### config.mk
export PLATFORM = sky130hd
export DESIGN_NAME = memory_autoplayer
export DESIGN_NICKNAME = d
export VERILOG_FILES = /design/src/rtl/memory_pkg.sv /design/src/rtl/memory_btn_pulser.sv /design/src/rtl/memory_autoplayer.sv
export SDC_FILE = /design/constraint.sdc
export NUM_CORES = 1
export LEC_CHECK = 0
export ABC_AREA = 1
export CAP_MARGIN = 25
export CORE_ASPECT_RATIO = 1.25
export CORE_UTILIZATION = 40
export CTS_BUF_LIST = sky130_fd_sc_hd__clkbuf_2 sky130_fd_sc_hd__clkbuf_4 sky130_fd_sc_hd__clkbuf_8
export DETAILED_ROUTE_END_ITERATION = 10
export HOLD_SLACK_MARGIN = 0.08
export SLEW_MARGIN = 20
export SYNTH_ARGS = -nofsm -noshare
export SYNTH_HDL_FRONTEND = slang
export SYNTH_HIERARCHICAL = 1
export SYNTH_SLANG_ARGS = --single-unit
### constraint.sdc
create_clock -name Clk -period 1.85 [get_ports Clk]
set_input_delay 0.185 -clock Clk [delete_from_list [all_inputs] [get_ports Clk]]
set_output_delay 0.185 -clock Clk [all_outputs]
set_load 0.005 [all_outputs]
### src/rtl/memory_pkg.sv
// Shared constants for the memory-game autoplayer.
// Holds FSM state codes, button one-hot indices and the default coordinate width.
package memory_pkg;

  localparam int CW_DEF = 4;

  localparam logic [2:0] ST_IDLE  = 3'd0;
  localparam logic [2:0] ST_WAIT  = 3'd1;
  localparam logic [2:0] ST_CMP   = 3'd2;
  localparam logic [2:0] ST_PULSE = 3'd3;
  localparam logic [2:0] ST_GAP   = 3'd4;

  localparam int NBTN  = 5;
  localparam int BTN_R = 0;
  localparam int BTN_L = 1;
  localparam int BTN_D = 2;
  localparam int BTN_U = 3;
  localparam int BTN_S = 4;

endpackage

### src/rtl/memory_btn_pulser.sv
// Button pulser: drives a one-cycle one-hot pulse, then GAP_CYC low cycles.
// Ports: clk_i, rst_ni (sync, active-low), kill_i, start_i, req_i -> btn_o, done_o.
module memory_btn_pulser
  import memory_pkg::*;
#(
  parameter int GAP_CYC = 1
) (
  input  logic            clk_i,
  input  logic            rst_ni,
  input  logic            kill_i,
  input  logic            start_i,
  input  logic [NBTN-1:0] req_i,
  output logic [NBTN-1:0] btn_o,
  output logic            done_o
);

  localparam int GW = $clog2(GAP_CYC + 1);

  logic [NBTN-1:0] btn_q;
  logic [GW-1:0]   cnt_q;
  logic            gap_q;

  // done marks the last low cycle after a pulse
  assign done_o = gap_q && (cnt_q == GW'(1));
  assign btn_o  = btn_q;

  always_ff @(posedge clk_i) begin
    if (!rst_ni || kill_i) begin
      btn_q <= '0;
      cnt_q <= '0;
      gap_q <= 1'b0;
    end else begin
      btn_q <= start_i ? req_i : '0;
      if (|btn_q) begin
        gap_q <= 1'b1;
        cnt_q <= GW'(GAP_CYC);
      end else if (gap_q) begin
        cnt_q <= cnt_q - 1'b1;
        if (done_o) gap_q <= 1'b0;
      end
    end
  end

endmodule

### src/rtl/memory_autoplayer.sv
// Autoplayer: steers the game cursor to each target cell and selects it.
// Ports: Clk, Reset, Enable, Qp, CurX/CurY, TgtX/TgtY, Tgt_valid/ready -> buttons, Busy, Err, Presses.
module memory_autoplayer
  import memory_pkg::*;
#(
  parameter int CW        = CW_DEF,
  parameter int GRID_W    = 4,
  parameter int GRID_H    = 4,
  parameter int GAP_CYC   = 1,
  parameter int MAX_STALL = 3
) (
  input  logic          Clk,
  input  logic          Reset,
  input  logic          Enable,
  input  logic          Qp,
  input  logic [CW-1:0] CurX,
  input  logic [CW-1:0] CurY,
  input  logic [CW-1:0] TgtX,
  input  logic [CW-1:0] TgtY,
  input  logic          Tgt_valid,
  output logic          Tgt_ready,
  output logic          Right,
  output logic          Left,
  output logic          Down,
  output logic          Up,
  output logic          Select,
  output logic          Busy,
  output logic          Err,
  output logic [7:0]    Presses
);

  localparam int SW = $clog2(MAX_STALL + 1);
  localparam logic [CW:0]   GW_L = (CW+1)'(GRID_W);
  localparam logic [CW:0]   GH_L = (CW+1)'(GRID_H);
  localparam logic [SW-1:0] MS_L = SW'(MAX_STALL);

  logic [2:0]      state_q, state_d;
  logic [CW-1:0]   tx_q, tx_d, ty_q, ty_d;
  logic [CW-1:0]   sx_q, sx_d, sy_q, sy_d;
  logic [SW-1:0]   stall_q, stall_d, stall_nx;
  logic            err_q, err_d, sel_q, sel_d;
  logic            rdy_q, busy_q;
  logic [7:0]      cnt_q, cnt_d;
  logic            go, start, done, moved, oor;
  logic [NBTN-1:0] req, btn;

  assign go    = Enable && Qp;
  assign oor   = ({1'b0, TgtX} >= GW_L) || ({1'b0, TgtY} >= GH_L);
  assign moved = (CurX != sx_q) || (CurY != sy_q);
  assign stall_nx = moved ? '0 : stall_q + 1'b1;
  assign cnt_d = (start && cnt_q != 8'hFF) ? cnt_q + 8'd1 : cnt_q;

  // X is resolved before Y
  always_comb begin
    req = '0;
    priority case (1'b1)
      CurX < tx_q: req[BTN_R] = 1'b1;
      CurX > tx_q: req[BTN_L] = 1'b1;
      CurY < ty_q: req[BTN_D] = 1'b1;
      CurY > ty_q: req[BTN_U] = 1'b1;
      default:     req[BTN_S] = 1'b1;
    endcase
  end

  // The last gap cycle doubles as the re-compare cycle
  always_comb begin
    state_d = state_q;
    tx_d    = tx_q;
    ty_d    = ty_q;
    sx_d    = sx_q;
    sy_d    = sy_q;
    stall_d = stall_q;
    err_d   = err_q;
    sel_d   = sel_q;
    start   = 1'b0;
    if (!go) begin
      state_d = ST_IDLE;
    end else begin
      unique case (1'b1)
        state_q == ST_IDLE: state_d = ST_WAIT;
        state_q == ST_WAIT: begin
          if (Tgt_valid) begin
            if (oor) begin
              err_d = 1'b1;
            end else begin
              tx_d    = TgtX;
              ty_d    = TgtY;
              err_d   = 1'b0;
              stall_d = '0;
              state_d = ST_CMP;
            end
          end
        end
        state_q == ST_CMP: begin
          start   = 1'b1;
          state_d = ST_PULSE;
        end
        state_q == ST_PULSE: state_d = ST_GAP;
        state_q == ST_GAP: begin
          if (done) begin
            if (sel_q) begin
              state_d = ST_WAIT;
            end else begin
              stall_d = stall_nx;
              if (stall_nx >= MS_L) begin
                err_d   = 1'b1;
                state_d = ST_WAIT;
              end else begin
                start   = 1'b1;
                state_d = ST_PULSE;
              end
            end
          end
        end
        default: state_d = ST_IDLE;
      endcase
    end
    if (start) begin
      sx_d  = CurX;
      sy_d  = CurY;
      sel_d = req[BTN_S];
    end
  end

  always_ff @(posedge Clk) begin
    if (!Reset) begin
      state_q <= ST_IDLE;
      tx_q    <= '0;
      ty_q    <= '0;
      sx_q    <= '0;
      sy_q    <= '0;
      stall_q <= '0;
      err_q   <= 1'b0;
      sel_q   <= 1'b0;
      rdy_q   <= 1'b0;
      busy_q  <= 1'b0;
      cnt_q   <= '0;
    end else begin
      state_q <= state_d;
      tx_q    <= tx_d;
      ty_q    <= ty_d;
      sx_q    <= sx_d;
      sy_q    <= sy_d;
      stall_q <= stall_d;
      err_q   <= err_d;
      sel_q   <= sel_d;
      rdy_q   <= (state_d == ST_WAIT);
      busy_q  <= (state_d == ST_CMP) || (state_d == ST_PULSE) ||
                 (state_d == ST_GAP);
      cnt_q   <= cnt_d;
    end
  end

  memory_btn_pulser #(
    .GAP_CYC (GAP_CYC)
  ) u_pulser (
    .clk_i   (Clk),
    .rst_ni  (Reset),
    .kill_i  (!go),
    .start_i (start),
    .req_i   (req),
    .btn_o   (btn),
    .done_o  (done)
  );

  assign Right     = btn[BTN_R];
  assign Left      = btn[BTN_L];
  assign Down      = btn[BTN_D];
  assign Up        = btn[BTN_U];
  assign Select    = btn[BTN_S];
  assign Tgt_ready = rdy_q;
  assign Busy      = busy_q;
  assign Err       = err_q;
  assign Presses   = cnt_q;

endmodule

# --- After elaboration in Yosys (flattened, before gate mapping) ---
# Cells that the tools add are included.
totals:
  in_bits: 21
  reg_bits: 40
  elab_cells: 103
op_classes:
  n_bitwise: 2
  addsub: 3
  n_reduce_logical: 21
  order_cmp: 7
  mux: 37
  n_eq_ne: 16
ops:
  columns: ["cell", "n"]
  rows:
  - ["1-bit two-way mux", 22]
  - ["3-bit one-hot mux with 5 select lines", 1]
  - ["2-bit two-way mux", 7]
  - ["3-bit by 2-bit == test with 1-bit output (second input constant)", 4]
  - ["3-bit two-way mux", 4]
  - ["6-bit AND reduction", 2]
  - ["5-bit OR reduction", 2]
  - ["8-bit by 1-bit adder with 8-bit output (second input constant)", 1]
  - ["4-bit by 3-bit greater-or-equal comparator with 1-bit output (second input constant)", 2]
  - ["4-bit > comparator", 2]
  - ["4-bit less-than comparator", 2]
  - ["2-bit inequality test (second input constant)", 4]
  - ["4-bit inequality test", 2]
  - ["8-bit inequality test (second input constant)", 1]
  - ["3-bit by 1-bit == test with 1-bit output (second input constant)", 2]
  - ["3-bit == test (second input constant)", 2]
  - ["1-bit logical OR", 5]
  - ["1-bit one-hot mux with 2 select lines", 2]
  - ["2-bit one-hot mux with 2 select lines", 1]
  - ["4-bit AND reduction", 1]
  - ["2-bit nonzero test", 2]
  - ["4-bit OR reduction", 1]
  - ["1-bit logical AND", 3]
  - ["3-bit zero test", 1]
  - ["other kinds (8)", 10]

# --- Logic depth before layout (Yosys ltp) ---
# Gate-level depths: netlist of the first run.
depth:
  word_depth: 12
  ltp_mapped: 13
  mapped_depth_nobuf: 12

# --- Hierarchy ---
# Netlist of the first run, hierarchy kept.
modules_own_cells:
  columns: ["module", "n_inst", "area_each_um2", "seq_area_each_um2", "cells_per_inst"]
  rows:
  - ["memory_autoplayer", 1, 1848.0, 660.6, 259]
  - ["memory_btn_pulser", 1, 281.5, 140.1, 34]

# --- Least setup slack after synthesis of the first run ---
# OpenSTA, ideal clock, no wires.
synth_timing:
  path_kind: "register -> register"
  start: "reg tx_q[3]"
  end: "reg u_pulser.btn_q[2], in the netlist u_pulser/btn_o[2]"
  arrival_ns: 1.453
  setup_ns: 0.062
  stages_incl_launch_ff: 11
  required_time_ns: 1.788
  setup_slack_ns: 0.335
  n_path_buf: 0
  path_cell_list: "dfxtp_1 inv_1 ha_1 a21oi_1 inv_1 or2_2 inv_1 nor2_1 nor3_1 inv_1 nor2_2"
synth_between:
  elab_chain_len: 2
  word_cells_on_any_way: 3
  classes_between: "2 x order compare; 1 x reduce/logical"
synth_lines:
  columns: ["item", "line_no", "source"]
  rows:
  - ["start, declared", "memory_autoplayer.sv:38", "logic [CW-1:0] tx_q, tx_d, ty_q, ty_d;"]
  - ["start signal, assigned", "memory_autoplayer.sv:140", "tx_q <= tx_d;"]
  - ["4-bit less-than comparator or 4-bit > comparator (tied branches)", "memory_autoplayer.sv:57, memory_autoplayer.sv:58", null]
  - ["4-bit OR reduction (no source line) *", null, null]
  - ["end signal, assigned", "memory_btn_pulser.sv:33", "btn_q <= start_i ? req_i : '0;"]
  - ["end, declared", "memory_btn_pulser.sv:19", "logic [NBTN-1:0] btn_q;"]
# Every way passes the cells marked *; elsewhere a longest branch is shown, timed or not.
# A chain may end at the register's enable or synchronous reset.

# --- Final worst setup path of the first run ---
layout_timing:
  start: "in CurX[3]"
  end: "reg u_pulser.btn_q[2], in the netlist u_pulser/btn_o[2]"
layout_between:
  elab_chain_len: 11
  word_cells_on_any_way: 13
  classes_between: "3 x order compare; 1 x eq/ne; 6 x mux; 1 x bitwise; 2 x reduce/logical"
layout_lines:
  columns: ["item", "line_no", "source"]
  rows:
  - ["start, declared", "memory_autoplayer.sv:16", "input logic [CW-1:0] CurX,"]
  - ["4-bit inequality test", "memory_autoplayer.sv:49", "assign moved = (CurX != sx_q) || (CurY != sy_q);"]
  - ["1-bit logical OR", "memory_autoplayer.sv:49", null]
  - ["2-bit two-way mux", "memory_autoplayer.sv:50", "assign stall_nx = moved ? '0 : stall_q + 1'b1;"]
  - ["2-bit greater-or-equal comparator", "memory_autoplayer.sv:105", "if (stall_nx >= MS_L) begin"]
  - ["1-bit two-way mux", "memory_autoplayer.sv:105", null]
  - ["1-bit two-way mux", "memory_autoplayer.sv:101", "if (sel_q) begin"]
  - ["1-bit two-way mux", "memory_autoplayer.sv:100", "if (done) begin"]
  - ["1-bit one-hot mux with 2 select lines", "memory_autoplayer.sv:79", "unique case (1'b1)"]
  - ["1-bit two-way mux", "memory_autoplayer.sv:76", "if (!go) begin"]
  - ["1-bit NOT (no source line)", null, null]
  - ["4-bit OR reduction (no source line) *", null, null]
# Marks and branches as above.

==> results of run 1 <==
==> metrics by stage <==
step	power, mW	hold slack (ns)	util	setup TNS, ns
global placement	1.042	0.4461	0.5116	-0.2303
floorplan	0.9587	0.3307	-	0
detailed placement	1.044	0.4506	0.5116	-0.3645
CTS	1.682	0.4620	0.5304	0
global route	1.736	0.4800	0.5304	0
finish	1.655	0.4601	0.5304	0
==> state kept, by name (all words and copies together), names as in the netlist <==
signal	count
Busy	1
stall_q	2
sel_q	1
Err	1
state_q	3
sx_q	4
u_pulser/btn_o	5
u_pulser/gap_q	1
Tgt_ready	1
tx_q	4
ty_q	4
u_pulser/cnt_q	1
Presses	8
sy_q	4
==> per-layer routing <==
metal  up-vias  share of wire  global-route usage
met2        34           0.51              0.3127
li1       1013              -                   -
met1       821           0.44              0.1997
met5         -              0                   0
met4         0          0.018             0.06963
met3         8          0.030             0.04098
==> power groups by stage <==
stage,logic (mW),registers [mW],clock network (mW)
2_1_floorplan,0.0746,0.884,0
3_3_place_gp,0.158,0.884,0
3_5_place_dp,0.160,0.884,0
4_1_cts,0.160,0.864,0.658
5_1_grt,0.179,0.864,0.692
6_report,0.158,0.864,0.634
==> worst max-delay path, stage by stage <==
cell	delay, ns
clkdlybuf4s50_1	0.46
ha_1	0.34
a21oi_1	0.15
inv_1	0.04
or2_2	0.29
inv_1	0.07
nor2_1	0.05
nor3_1	0.13
inv_1	0.07
nor2_2	0.09
==> cell type report <==
| class | instances | area share |
|---|---|---|
| clock buffer | 7 | 0.03550 |
| inverter | 53 | 0.07331 |
| multi-input combinational | 194 | 0.3988 |
| sequential | 40 | 0.2951 |
| tap | 62 | 0.02858 |
| timing repair buffer | 49 | 0.1687 |
==> placed cells by master (no fill, tap or decap), drive strengths merged <==
cell type / synthesis / routed
nor2: 57 / 57
nand2: 55 / 55
inv: 52 / 52
dfxtp: 40 / 40
clkdlybuf4s50: 0 / 36
a21oi: 18 / 18
o21ai: 17 / 17
buf: 3 / 13
nand3: 10 / 10
ha: 9 / 9
nand4: 8 / 8
clkbuf: 3 / 7
xnor2: 6 / 6
xor2: 4 / 4
nor3: 4 / 4
a31oi: 2 / 2
or2: 1 / 1
nor4: 1 / 1
clkinv: 1 / 1
o22ai: 1 / 1
o221ai: 1 / 1
==> cell families after synthesis <==
kind of cell             count (synthesis)
flip-flops                              40
AO/OA/AOI/OAI                           39
XOR/XNOR                                10
buffers and inverters                   59
adder cells (fa/ha/maj)                  9
AND/OR/NAND/NOR                        136
==> worst paths after layout <==
kind,cells after the start,to,slack [ns]
setup reg to reg,7,Presses[2],0.22
hold / removal,2,ty_q[3],0.46
hold reg to reg,2,ty_q[3],0.46
setup / recovery,10,u_pulser/btn_o[2],0.21
==> results by group, run 1 <==
Logic synthesis
  • Top FF cell, synth: dfxtp_1
  • Largest cells by area after synthesis: dfxtp_1, nand2_1, inv_1
  • Ys async rst share: 0
  • Synthesized-area fraction occupied by adder cells: 0.05288
  • Syn Area/Cell: 7.268 um^2
  • Xor/xnor share of the synthesized area: 0.04113
  • Register bit total from synthesis: 40
  • Post-synthesis mux area share: 0
  • Synth top cells by count: nand2_1, inv_1, dfxtp_1
  • Largest family of logic cells by synthesized area: simple AND/OR/NAND/NOR gates
  • Distinct cell type count after synthesis: 30
  • Sequential share of the synthesized area: 0.3760
  • Most frequent cell after synthesis: nand2_1
  • Yosys warnings: 6
  • Syn Nets: 323
  • Post-Syn Area: 2130 um^2
  • Top cell type by total area after synthesis: dfxtp_1
  • Gate Count Post-Synth: 293
  • Post-synth EDFFs: 0
  • Share of the synthesized area in the top cell type: 0.3760
  • Compound-Gate Fraction of Synth Area: 0.09694
  • Simple-Gate Fraction of Synth Area: 0.3173

Power and ir drop
  • Peak VDD IR: about 0.34 mV
  • Reg power frac: 0.522
  • Internal Pwr Total: 1.277 mW
  • Clock power frac: 0.383
  • Combinational Power Share: 0.095
  • Switching power: 0.3780 mW
  • Pleak: 1.168 nW
  • Sw Share: 0.2283
  • PwrDens: 610.0 nW/um^2

CTS
  • Max Root-Sink Buffers: 2
  • CTS buffer count: 5
  • TritonCTS clock tree: yes
  • CTS H-Tree Depth: 2
  • Clock Sinks: 40
  • # hold bufs at CTS: 0
  • Postcts setup bufs: 0
  • Clock latency on the worst-skew pair: between 0.2 and 0.3 ns
  • Root buf cell: clkbuf_8
  • Reg clk slew, reported paths: 0.08 ns
  • Post-CTS sizing: 0

Place
  • GPL Wtd Cong: 0.7457
  • Post-DP HPWL: 3432 um
  • Placed cell area: 2618 um^2
  • # placed instances: 398
  • Port buffer count: 36
  • Worst slack, placed: -0.08613 ns

Floorplanning
  • Starting density of the core: 0.4162
  • DIE HEIGHT: 83.58 um
  • I/O pins: 37
  • Total core area: 5116 um^2
  • Die W: 67.26 um
  • Row cnt: 29
  • Die area: 5621 um^2

Outcome
  • Outcome: completed

Detailed routing
  • Routed WL: approximately 4400 um
  • Post-route ant nets: 0
  • Residual DRC: 0
  • Initial detailed-routing violation count: 25
  • Drt via density: 4.632
  • WL per Instance: 10.84 um
  • Via count: 1,876
  • Drt pass-1 iters: 4

Critical path
  • Crit Path Category: in2reg
  • Crit Path Max Fanout: 4
  • Setup crit start: CurX[3]
  • Worst r2r src: Presses[0]
  • Critical Path RT: 2.09 ns
  • Arr. time, crit path: 1.88 ns
  • Critical Path Source Type: input pin
  • Crit. End Element: flip-flop

Global routing
  • Vias in the first global route: 1,768
  • Initial antenna violation count: 0
  • Gr usage total: 0.1781
  • First-pass GRT wire length: about 7600 um
  • Gr ovfl total: 0
  • Largest net degree at the start of global routing: 14

Cells and area
  • NumNets Final: 373
  • # diodes: 0
  • Share of cells above drive strength 1: 0.1574
  • Multi-input logic area: 1082 um^2
  • Fillers: 517
  • Post-route cell area: around 2700 um^2
  • Area growth from synthesis to layout: 27.44%
  • Register area: 800.8 um^2
  • Non-filler cells, final: just over 400

STA
  • Crit path time final: 1.640 ns
  • Clock Skew: 0.004232 ns
  • Peak Freq: approximately 600 MHz
  • Crit share post-route: 0.8865
  • Slew Limit Fails: 0
  • Max-slew headroom: 0.7575
  • Final Hold Vio Count: 0
  • Tightest Pin Transition: between 0.3 and 0.4 ns
  • Setup ws final: 0.2099 ns
  • RSZ-0062 raised after global routing: no
  • Final setup vio count: 0

Run
  • Max-cap violations: 0

Min path
  • Worst min-delay path startpoint: ty_q[3]
  • HP Class: reg2reg
Power figures use the tool's default switching activity.
==> inputs of run 2 (changes only) <==
==> constraint.sdc (replaced) <==
create_clock -name Clk -period 1.85 [get_ports Clk]
set_input_delay 0.555 -clock Clk [delete_from_list [all_inputs] [get_ports Clk]]
set_output_delay 0.555 -clock Clk [all_outputs]
set_load 0.005 [all_outputs]
==> run 2 against run 1 <==
Against the previous run: power grew 6.2%; core utilization grew 2.5 points; fmax shrank 8.0%; routed wire length grew 3.4%; first-iteration DRC count grew 52%; final area grew 4.7%; clock skew shrank 0.00066 ns; critical path type is now reg2out; critical endpoint is now Presses[5]; highest routed layer unchanged.
==> results by group, run 2 (same netlist as run 1, synthesis figures left out) <==
Place
  • Placed cell area: 2693 um^2
  • Port buffer count: 36
  • GPL Wtd Cong: between 0.7 and 0.8
  • Post-DP HPWL: 3573 um
  • Worst slack, placed: -0.4510 ns

Critical path
  • CP max-delay cell: clkdlybuf4s50_1
  • Crit Path Max Fanout: 5
  • R2r endpoint: Presses[2]
  • Family with the most delay on the worst path: buffers and inverters
  • CP Cell Sequence: clkdlybuf4s50_1
  • Setup crit start: Presses[5]
  • Buf/Inv on CP: 1
  • Crit. End Element: output pin
  • FF-to-FF path depth: 7
  • Arr. time, crit path: 1.23 ns
  • Critical Path Source Type: flip-flop
  • Slowest stage delay, CP: 0.52 ns
  • Worst r2r src: Presses[0]
  • Critical Path RT: between 1 and 1.5 ns
  • Crit Path Category: reg2out
  • R2R setup slack: 0.24 ns

Power and ir drop
  • PwrDens: 618.2 nW/um^2
  • Peak VDD IR: 0.4568 mV
  • Pleak: roughly 1.2 nW

Global routing
  • Grt met1 use: 0.1959
  • Initial antenna violation count: 0
  • Met3 layer usage reported by global route: 0.03689
  • Gr busiest metal: met2
  • First-pass GRT wire length: 7693 um
  • Vias in the first global route: 1,810
  • Gr usage total: 0.1805
  • Largest net degree at the start of global routing: 14
  • Gr ovfl total: 0
  • GRT met2 Usage: 0.3264

Cells and area
  • Most common cell after layout, fill and taps aside: nand2_1
  • # diodes: 0
  • Max FFs per register: 8
  • Post-route cell area: 2843 um^2
  • NumNets Final: 383
  • Most frequent cells in the layout: nand2_1, inv_1, dfxtp_1, nor2_1, clkdlybuf4s50_1
  • Post-layout util: 0.5556
  • Area growth from synthesis to layout: 33.49%
  • Fillers: 528
  • Share of cells above drive strength 1: 0.2006

STA
  • Slew Limit Fails: 0
  • Crit share post-route: 0.9637
  • Clock Skew: ~0.0036 ns
  • Final Hold Vio Count: 0
  • RSZ-0062 raised after global routing: no
  • Max-slew headroom: 0.7953
  • Peak Freq: 560.9 MHz
  • Tightest Pin Transition: a little over 0.3 ns
  • Post-Route Setup TNS: 0 ns
  • Final setup vio count: 0
  • Crit path time final: around 1.8 ns
  • Hold WS: 0.4635 ns
  • Setup ws final: around 0.067 ns

CTS
  • Clock Sinks: 40
  • CTS buffer count: 5
  • Postcts setup bufs: 0
  • CTS H-Tree Depth: 2
  • TritonCTS clock tree: yes
  • Reg clk slew, reported paths: 0.08 ns
  • # hold bufs at CTS: 0
  • Clock latency on the worst-skew pair: approximately 0.30 ns
  • Root buf cell: clkbuf_8
  • Max Root-Sink Buffers: 2

Floorplanning
  • I/O pins: 37
  • Die W: around 67 um
  • Starting density of the core: 0.4162
  • DIE HEIGHT: around 84 um
  • Total core area: 5116 um^2
  • Row cnt: 29
  • Die area: 5621 um^2

Detailed routing
  • WL per Instance: 10.91 um
  • Initial detailed-routing violation count: 38
  • Residual DRC: 0
  • Via count: 1,900
  • Post-route ant nets: 0
  • Drt pass-1 iters: 4
  • Routed WL: about 4500 um
  • Drt via density: between 4 and 5

Min path
  • HP Class: reg2reg
  • Hold depth: 2
  • Worst min-delay path startpoint: ty_q[2]
  • Worst min-delay path endpoint: ty_q[2]

Run
  • Max-cap violations: 0

Outcome
  • Outcome: completed
==> run 2: per-layer routing <==
metal	part of all wire	vias to the layer above
met2	0.52	32
met3	0.026	8
li1	-	1028
met4	0.022	0
met1	0.43	832
met5	0	-
==> run 2: area by class of cell <==
type	instances	area [um^2]	area share
clock buffers	5	68.82	0.02421
well taps	62	77.57	0.02729
multi-input cells	194	1114	0.3917
inverters	53	201.4	0.07086
flip-flops and latches	40	803.3	0.2826
repair buffers	59	535.5	0.1884
clock inverters	3	42.54	0.01496
==> run 2: worst max path at each step <==
stage | cells after the start | endpoint | slack, ns
floorplan | 9 | u_pulser/btn_o[2] | 0.1
global route | 1 | Presses[4] | 0.001
global placement | 10 | u_pulser/btn_o[2] | -0.44
CTS | 10 | Presses[2] | 0.002
detailed placement | 10 | u_pulser/btn_o[2] | -0.45
finish | 1 | Presses[5] | 0.07
==> run 2: repair_timing <==
action	4_1_cts	5_1_grt
endpoints found under the setup margin	26	25
gates resized for setup	11	9
pin swaps	1	5
==> run 2: power breakdown <==
group	leakage, nW	total (mW)	switching (mW)	internal, mW
sequential	0.323	0.864	0.00137	0.862
clock	0.0541	0.727	0.328	0.399
combinational	0.866	0.167	0.0807	0.0860
==> run 2: through the flow <==
stage	power, mW	instances
floorplan	0.9587	293
global placement	1.050	408
detailed placement	1.051	408
CTS	1.770	416
global route	1.834	416
finish	1.757	416
==> run 2: worst reg2reg max path: stages (launching register included) <==
cell and delay, ns:
dfxtp_1 0.38, ha_1 0.23, nand4_1 0.16, inv_1 0.10
nand3_1 0.23, nand3_4 0.23, nand2_1 0.07, a21oi_1 0.14
